<file path="config.mk">
export PLATFORM = sky130hd
export DESIGN_NAME = servo_setpoint_ramper_flat
export DESIGN_NICKNAME = d
export VERILOG_FILES = /design/src/rtl/servo_setpoint_ramper_if.sv /design/src/rtl/servo_setpoint_ramper.sv /design/src/flat_wrapper.sv
export SDC_FILE = /design/constraint.sdc
export NUM_CORES = 1
export LEC_CHECK = 0
export ABC_AREA = 1
export CORE_ASPECT_RATIO = 0.75
export CORE_UTILIZATION = 62
export CTS_CLUSTER_DIAMETER = 150
export CTS_CLUSTER_SIZE = 30
export DETAILED_ROUTE_END_ITERATION = 8
export GPL_ROUTABILITY_DRIVEN = 0
export PLACE_DENSITY = 0.81
export RECOVER_POWER = 25
export SKIP_LAST_GASP = 1
export SLEW_MARGIN = 10
export SYNTH_ARGS = -nofsm -noshare
export SYNTH_HDL_FRONTEND = slang
export SYNTH_SLANG_ARGS = --single-unit
</file>
<file path="constraint.sdc">
create_clock -name clock -period 3.83 [get_ports clock]
set_input_delay 0.9575 -clock clock [delete_from_list [all_inputs] [get_ports clock]]
set_output_delay 0.9575 -clock clock [all_outputs]
set_load 0.02 [all_outputs]
</file>
<file path="src/rtl/servo_setpoint_ramper_if.sv">
// Command and setpoint-output bundle for servo_setpoint_ramper.
// The source drives the cmd_* handshake, and the ramper drives the per-servo output strobe.
interface servo_setpoint_ramper_if #(
    parameter int unsigned NUM_SERVOS = 4,
    parameter int unsigned DUTY_W     = 8
);
    logic                  cmd_valid;
    logic                  cmd_ready;
    logic [1:0]            cmd_addr;
    logic [DUTY_W-1:0]     cmd_duty;
    logic [1:0]            servo_address;
    logic [DUTY_W-1:0]     switch_duty_cycle;
    logic                  out_valid;
    logic [NUM_SERVOS-1:0] at_target;

    modport master (
        output cmd_valid, cmd_addr, cmd_duty,
        input  cmd_ready, servo_address, switch_duty_cycle, out_valid, at_target
    );

    modport slave (
        input  cmd_valid, cmd_addr, cmd_duty,
        output cmd_ready, servo_address, switch_duty_cycle, out_valid, at_target
    );
endinterface

</file>
<file path="src/rtl/servo_setpoint_ramper.sv">
// Slews each servo's live setpoint toward its commanded target by at most STEP per update tick.
// On every tick it emits one (servo_address, switch_duty_cycle) strobe per servo, in ascending order.
module servo_setpoint_ramper #(
    parameter int unsigned NUM_SERVOS = 4,
    parameter int unsigned DUTY_W     = 8,
    parameter int unsigned TICK_DIV   = 50000,
    parameter int unsigned STEP       = 1,
    parameter int unsigned RESET_DUTY = 0
) (
    input logic                    clock,
    input logic                    reset,
    servo_setpoint_ramper_if.slave bus
);
    localparam int unsigned       CNT_W    = (TICK_DIV > 1) ? $clog2(TICK_DIV) : 1;
    localparam logic [CNT_W-1:0]  CNT_LAST = CNT_W'(TICK_DIV - 1);
    localparam logic [1:0]        IDX_LAST = 2'(NUM_SERVOS - 1);
    localparam logic [DUTY_W-1:0] DUTY_RST = DUTY_W'(RESET_DUTY);
    localparam logic [DUTY_W:0]   STEP_W   = (DUTY_W + 1)'(STEP);

    typedef enum logic [0:0] {StIdle, StEmit} state_e;

    state_e                state_q, state_d;
    logic [CNT_W-1:0]      cnt_q;
    logic                  tick;
    logic [1:0]            idx_q, idx_d;
    logic [DUTY_W-1:0]     cur_q [NUM_SERVOS];
    logic [DUTY_W-1:0]     cur_d [NUM_SERVOS];
    logic [DUTY_W-1:0]     tgt_q [NUM_SERVOS];
    logic [DUTY_W-1:0]     tgt_d [NUM_SERVOS];
    logic [1:0]            addr_q, addr_d;
    logic [DUTY_W-1:0]     duty_q, duty_d;
    logic                  valid_q, valid_d;
    logic [NUM_SERVOS-1:0] at_q, at_d;
    logic                  accept;
    logic [DUTY_W-1:0]     slewed;

    // The gap is compared in DUTY_W+1 bits, so the step can never wrap or overshoot the target.
    function automatic logic [DUTY_W-1:0] slew(input logic [DUTY_W-1:0] cur,
                                               input logic [DUTY_W-1:0] tgt);
        logic [DUTY_W:0] gap;
        gap = '0;
        if (cur < tgt) begin
            gap = {1'b0, tgt} - {1'b0, cur};
            return (gap <= STEP_W) ? tgt : cur + DUTY_W'(STEP);
        end else if (cur > tgt) begin
            gap = {1'b0, cur} - {1'b0, tgt};
            return (gap <= STEP_W) ? tgt : cur - DUTY_W'(STEP);
        end
        return cur;
    endfunction

    assign tick   = (cnt_q == CNT_LAST);
    assign accept = bus.cmd_valid && (state_q == StIdle);
    assign slewed = slew(cur_q[idx_q], tgt_q[idx_q]);

    always_comb begin
        state_d = state_q;
        idx_d   = idx_q;
        cur_d   = cur_q;
        tgt_d   = tgt_q;
        addr_d  = addr_q;
        duty_d  = duty_q;
        valid_d = 1'b0;
        at_d    = '0;

        // Out-of-range addresses are acknowledged but dropped.
        if (accept && (32'(bus.cmd_addr) < NUM_SERVOS)) begin
            tgt_d[bus.cmd_addr] = bus.cmd_duty;
        end

        unique case (state_q)
            StIdle: begin
                if (tick) begin
                    state_d = StEmit;
                    idx_d   = '0;
                end
            end
            StEmit: begin
                cur_d[idx_q] = slewed;
                addr_d       = idx_q;
                duty_d       = slewed;
                valid_d      = 1'b1;
                if (idx_q == IDX_LAST) begin
                    state_d = StIdle;
                end else begin
                    idx_d = idx_q + 2'd1;
                end
            end
            default: state_d = StIdle;
        endcase

        for (int i = 0; i < NUM_SERVOS; i++) begin
            at_d[i] = (cur_d[i] == tgt_d[i]);
        end
    end

    always_ff @(posedge clock or negedge reset) begin
        if (!reset) begin
            cnt_q   <= '0;
            state_q <= StIdle;
            idx_q   <= '0;
            for (int i = 0; i < NUM_SERVOS; i++) begin
                cur_q[i] <= DUTY_RST;
                tgt_q[i] <= DUTY_RST;
            end
            addr_q  <= '0;
            duty_q  <= DUTY_RST;
            valid_q <= 1'b0;
            at_q    <= '1;
        end else begin
            cnt_q   <= tick ? '0 : cnt_q + CNT_W'(1);
            state_q <= state_d;
            idx_q   <= idx_d;
            cur_q   <= cur_d;
            tgt_q   <= tgt_d;
            addr_q  <= addr_d;
            duty_q  <= duty_d;
            valid_q <= valid_d;
            at_q    <= at_d;
        end
    end

    assign bus.cmd_ready         = (state_q == StIdle);
    assign bus.servo_address     = addr_q;
    assign bus.switch_duty_cycle = duty_q;
    assign bus.out_valid         = valid_q;
    assign bus.at_target         = at_q;
endmodule

</file>
<file path="src/flat_wrapper.sv">
// flat-port wrapper written by rule: the top's interface ports become plain ports
module servo_setpoint_ramper_flat 
#(
    parameter int unsigned NUM_SERVOS = 4,
    parameter int unsigned DUTY_W     = 8,
    parameter int unsigned TICK_DIV   = 50000,
    parameter int unsigned STEP       = 1,
    parameter int unsigned RESET_DUTY = 0
)
  (clock, reset, bus_cmd_valid, bus_cmd_addr, bus_cmd_duty, bus_cmd_ready, bus_servo_address, bus_switch_duty_cycle, bus_out_valid, bus_at_target);
  servo_setpoint_ramper_if #(.NUM_SERVOS(NUM_SERVOS), .DUTY_W(DUTY_W)) bus_i ();
  input logic clock;
  input logic reset;
  input wire logic [$bits(bus_i.cmd_valid)-1:0] bus_cmd_valid;
  input wire logic [$bits(bus_i.cmd_addr)-1:0] bus_cmd_addr;
  input wire logic [$bits(bus_i.cmd_duty)-1:0] bus_cmd_duty;
  output wire logic [$bits(bus_i.cmd_ready)-1:0] bus_cmd_ready;
  output wire logic [$bits(bus_i.servo_address)-1:0] bus_servo_address;
  output wire logic [$bits(bus_i.switch_duty_cycle)-1:0] bus_switch_duty_cycle;
  output wire logic [$bits(bus_i.out_valid)-1:0] bus_out_valid;
  output wire logic [$bits(bus_i.at_target)-1:0] bus_at_target;
  assign bus_i.cmd_valid = bus_cmd_valid;
  assign bus_i.cmd_addr = bus_cmd_addr;
  assign bus_i.cmd_duty = bus_cmd_duty;
  assign bus_cmd_ready = bus_i.cmd_ready;
  assign bus_servo_address = bus_i.servo_address;
  assign bus_switch_duty_cycle = bus_i.switch_duty_cycle;
  assign bus_out_valid = bus_i.out_valid;
  assign bus_at_target = bus_i.at_target;
  servo_setpoint_ramper #(.NUM_SERVOS(NUM_SERVOS), .DUTY_W(DUTY_W), .TICK_DIV(TICK_DIV), .STEP(STEP), .RESET_DUTY(RESET_DUTY)) u_core (.clock(clock), .reset(reset), .bus(bus_i));
endmodule
</file>
==> metrics.txt <==
P per Cell Area=325.7 nW/um^2; Max Freq=269.5 MHz; initial drt markers=825; cell with the most instances after synthesis=nand2_1; Setup crit end kind=register; Yosys reg bits=98; Setup-failing EPs final=0; die height=94.61 um; core footprint=11020 um^2; Die Area=11870 um^2; Worst Hold Class=reg2reg; arrival time worst endpoint=3.99 ns; IO Port Bufs=28; Crit Path Class=reg2reg; crit path max fanout=18; Hold Vio Cnt, Final=0; I/O pin cnt=29; Top FF cell, synth=dfrtp_1; clock tree sinks=98; max-cap violations=0; Post-Layout Cell Count=1274; mapped cell area=7089 um^2; number of synthesized flops with an enable pin=0; share of flip-flops with an asynchronous set or reset=100.0%; Yosys top cell area share=33.18%; Post-Synthesis Cells=1063; root buffer selected by CTS=clkbuf_16; Clock transition at path regs=0.07 ns; VDD IR max=254.9 uV; Die Span X=125.5 um; fraction of layout cells with a size suffix above 1=15.70%; synth cell count leaders=nand2_1, inv_1, nand3_1, dfrtp_1, nor2_1; Rel. slew slack=4.396%; Clock Skews=0.01177 ns; worst r2r src=u_core.idx_q[0]$_DFFE_PN0P_; Critical Path Start Type=register; drt wl/cell=16.62 um; top post-synthesis cells by area=dfrtp_1, nand2_1, nand3_1, inv_1, ha_1; Final Cycle Share=96.87%; Required @ worst endpoint=4.11 ns; clk_lat worst skew=0.35 ns; Area growth, synth to finish=16.70%; LEAKAGE=4.612 nW; CTS H-tree depth=3; total CTS buffers=9; Worst Setup SP=u_core.idx_q[0]$_DFFE_PN0P_; Avg Inst Size Synth=6.669 um^2; antenna cells=0; largest net degree at the start of global routing=56; Synth Net Count=1101; via count=7339; drt via density=5.761; grt total ovfl=0; total track usage=36.80%; Final Slew Violations=0; crit path time final=3.710 ns; post-route ant nets=0; row cnt=33; post-synth cell types=40; initial antenna violation count=0; Util after Layout=75.04%; biggest area consumer among synthesized cells=dfrtp_1; CTS tree=yes; first-pass GRT wire length=33710 um; Clock Tree Buf Depth=2; status=complete, but fails checks; final WL=21180 um; DR pass1 iterations=9; DP HPWL=15670 um; vias in the first global route=6584; Least-Margin Pin Slew=1.434 ns; Cells after DPL=1249; DRC=6; initial core utilization=64.31%; fin area=8273 um^2; Placed Area=7742 um^2; hold_sp=u_core.cnt_q[0]$_DFF_PN0_; Seq/Total Area, Yosys=34.66%; Hold-fix buffers, CTS=0; violated checks=design-rule violations; Synth warnings=0; Final #Nets=1167
==> cell usage in the layout (no fill, tap or decap), types with 4 or more instances in the layout <==
cell / netlist / final
nand2_1: 385 / 375
inv_1: 147 / 146
nand3_1: 131 / 128
dfrtp_1: 94 / 93
nor2_1: 67 / 64
nand2_2: 36 / 46
buf_4: 5 / 43
o21ai_0: 36 / 36
clkdlybuf4s50_1: 0 / 27
a21oi_1: 23 / 20
nand3_2: 17 / 19
ha_1: 23 / 19
clkbuf_16: 0 / 10
xor2_1: 9 / 9
nand4_1: 8 / 8
a31oi_1: 6 / 6
inv_2: 7 / 6
nor3_1: 5 / 5
a21oi_2: 2 / 5
a32o_2: 0 / 5
nor4_1: 4 / 4
nor2_4: 3 / 4
nor2_2: 2 / 4
nand2_4: 4 / 4
dfstp_2: 4 / 4
==> repair_timing <==
item	4_1_cts	5_1_grt
pin swaps	0	7
endpoints found under the setup margin	1	4
setup buffers	0	8
gates cloned	0	1
gates resized for setup	1	39
==> metrics by stage <==
stage	worst slack (ns)	total power, W	setup TNS [ns]	hold slack [ns]
finish	0.1200	0.002695	0	0.4716
floorplan	0.5389	0.001494	0	0.4329
global route	-0.03458	0.002817	-0.07353	0.4951
global placement	0.09595	0.001661	0	0.4517
CTS	0.06377	0.002644	0	0.4785
detailed placement	0.05879	0.001666	0	0.4688
==> final timing paths <==
path | end | slack (ns) | depth (start not counted)
max | u_core.bus.at_target[3]$_DFF_PN1_ | 0.12 | 22
min | u_core.cnt_q[0]$_DFF_PN0_ | 0.47 | 1
max reg2reg | u_core.bus.at_target[3]$_DFF_PN1_ | 0.12 | 22
min reg2reg | u_core.cnt_q[0]$_DFF_PN0_ | 0.47 | 1
max in group asynchronous | u_core.bus.at_target[1]$_DFF_PN1_ | 1.79 | 2
min in group asynchronous | u_core.cnt_q[2]$_DFF_PN0_ | 0.93 | 1
==> logic make-up (layout without fill, tap and decap cells) <==
kind of cell               after synthesis  after routing  share of synthesized area [%]
DFF                                     98             98                          34.66
and+or+nand+nor                        671            671                          42.94
AOI/OAI and AO/OA                       81             81                          6.619
adders and majority gates               25             25                          4.624
xor gates and xnor gates                 9              9                          1.112
buffers and inverters                  179            250                          10.04
==> layer usage <==
layer	global-route usage [%]	routed length, um	up-vias
met2	54.40	8656	450
met4	14.13	730	0
li1	-	-	3475
met1	51.90	9193	3334
met3	9.235	2599	80
met5	0	0	-
==> report_power, final <==
group | switching, W | internal [W]
registers | 0.0000335 | 0.00109
clock network | 0.000404 | 0.000580
logic | 0.000376 | 0.000211
total | 0.000813 | 0.00188
==> critical path, stage by stage, from the launching register on <==
cell and delay (ns):
dfrtp_2 0.46, buf_12 0.15, clkbuf_16 0.18, a21oi_1 0.19
a32oi_1 0.09, buf_4 0.18, ha_1 0.32, nand2_1 0.16
nor2_4 0.15, nand3_1 0.12, a21oi_1 0.16, nand2_1 0.10
nor2_4 0.23, nand3_1 0.13, nand3_1 0.16, nand3_4 0.15
nand3_2 0.10, nand2_1 0.08, nand2_1 0.06, nand2_1 0.07
nor2_2 0.19, nand2_1 0.08, nor2_1 0.11
==> flip-flops by register name (all words and copies together), names as in the netlist, 2 cells and up <==
register	cells
u_core.bus.at_target	4
u_core.idx_q	2
u_core.bus.servo_address	2
u_core.bus.switch_duty_cycle	8
u_core.cnt_q	16
u_core.cur_q	32
u_core.tgt_q	32
==> area by class of cell <==
class | count | area [um^2]
multi-input combinational | 786 | 4034
clock inverter | 5 | 86.33
sequential | 98 | 2459
fill | 855 | 2751
timing repair buffer | 76 | 686.9
tap | 140 | 175.2
clock buffer | 11 | 232.7
inverter | 158 | 599.3
Note: power is estimated with default switching activity, not from simulation.
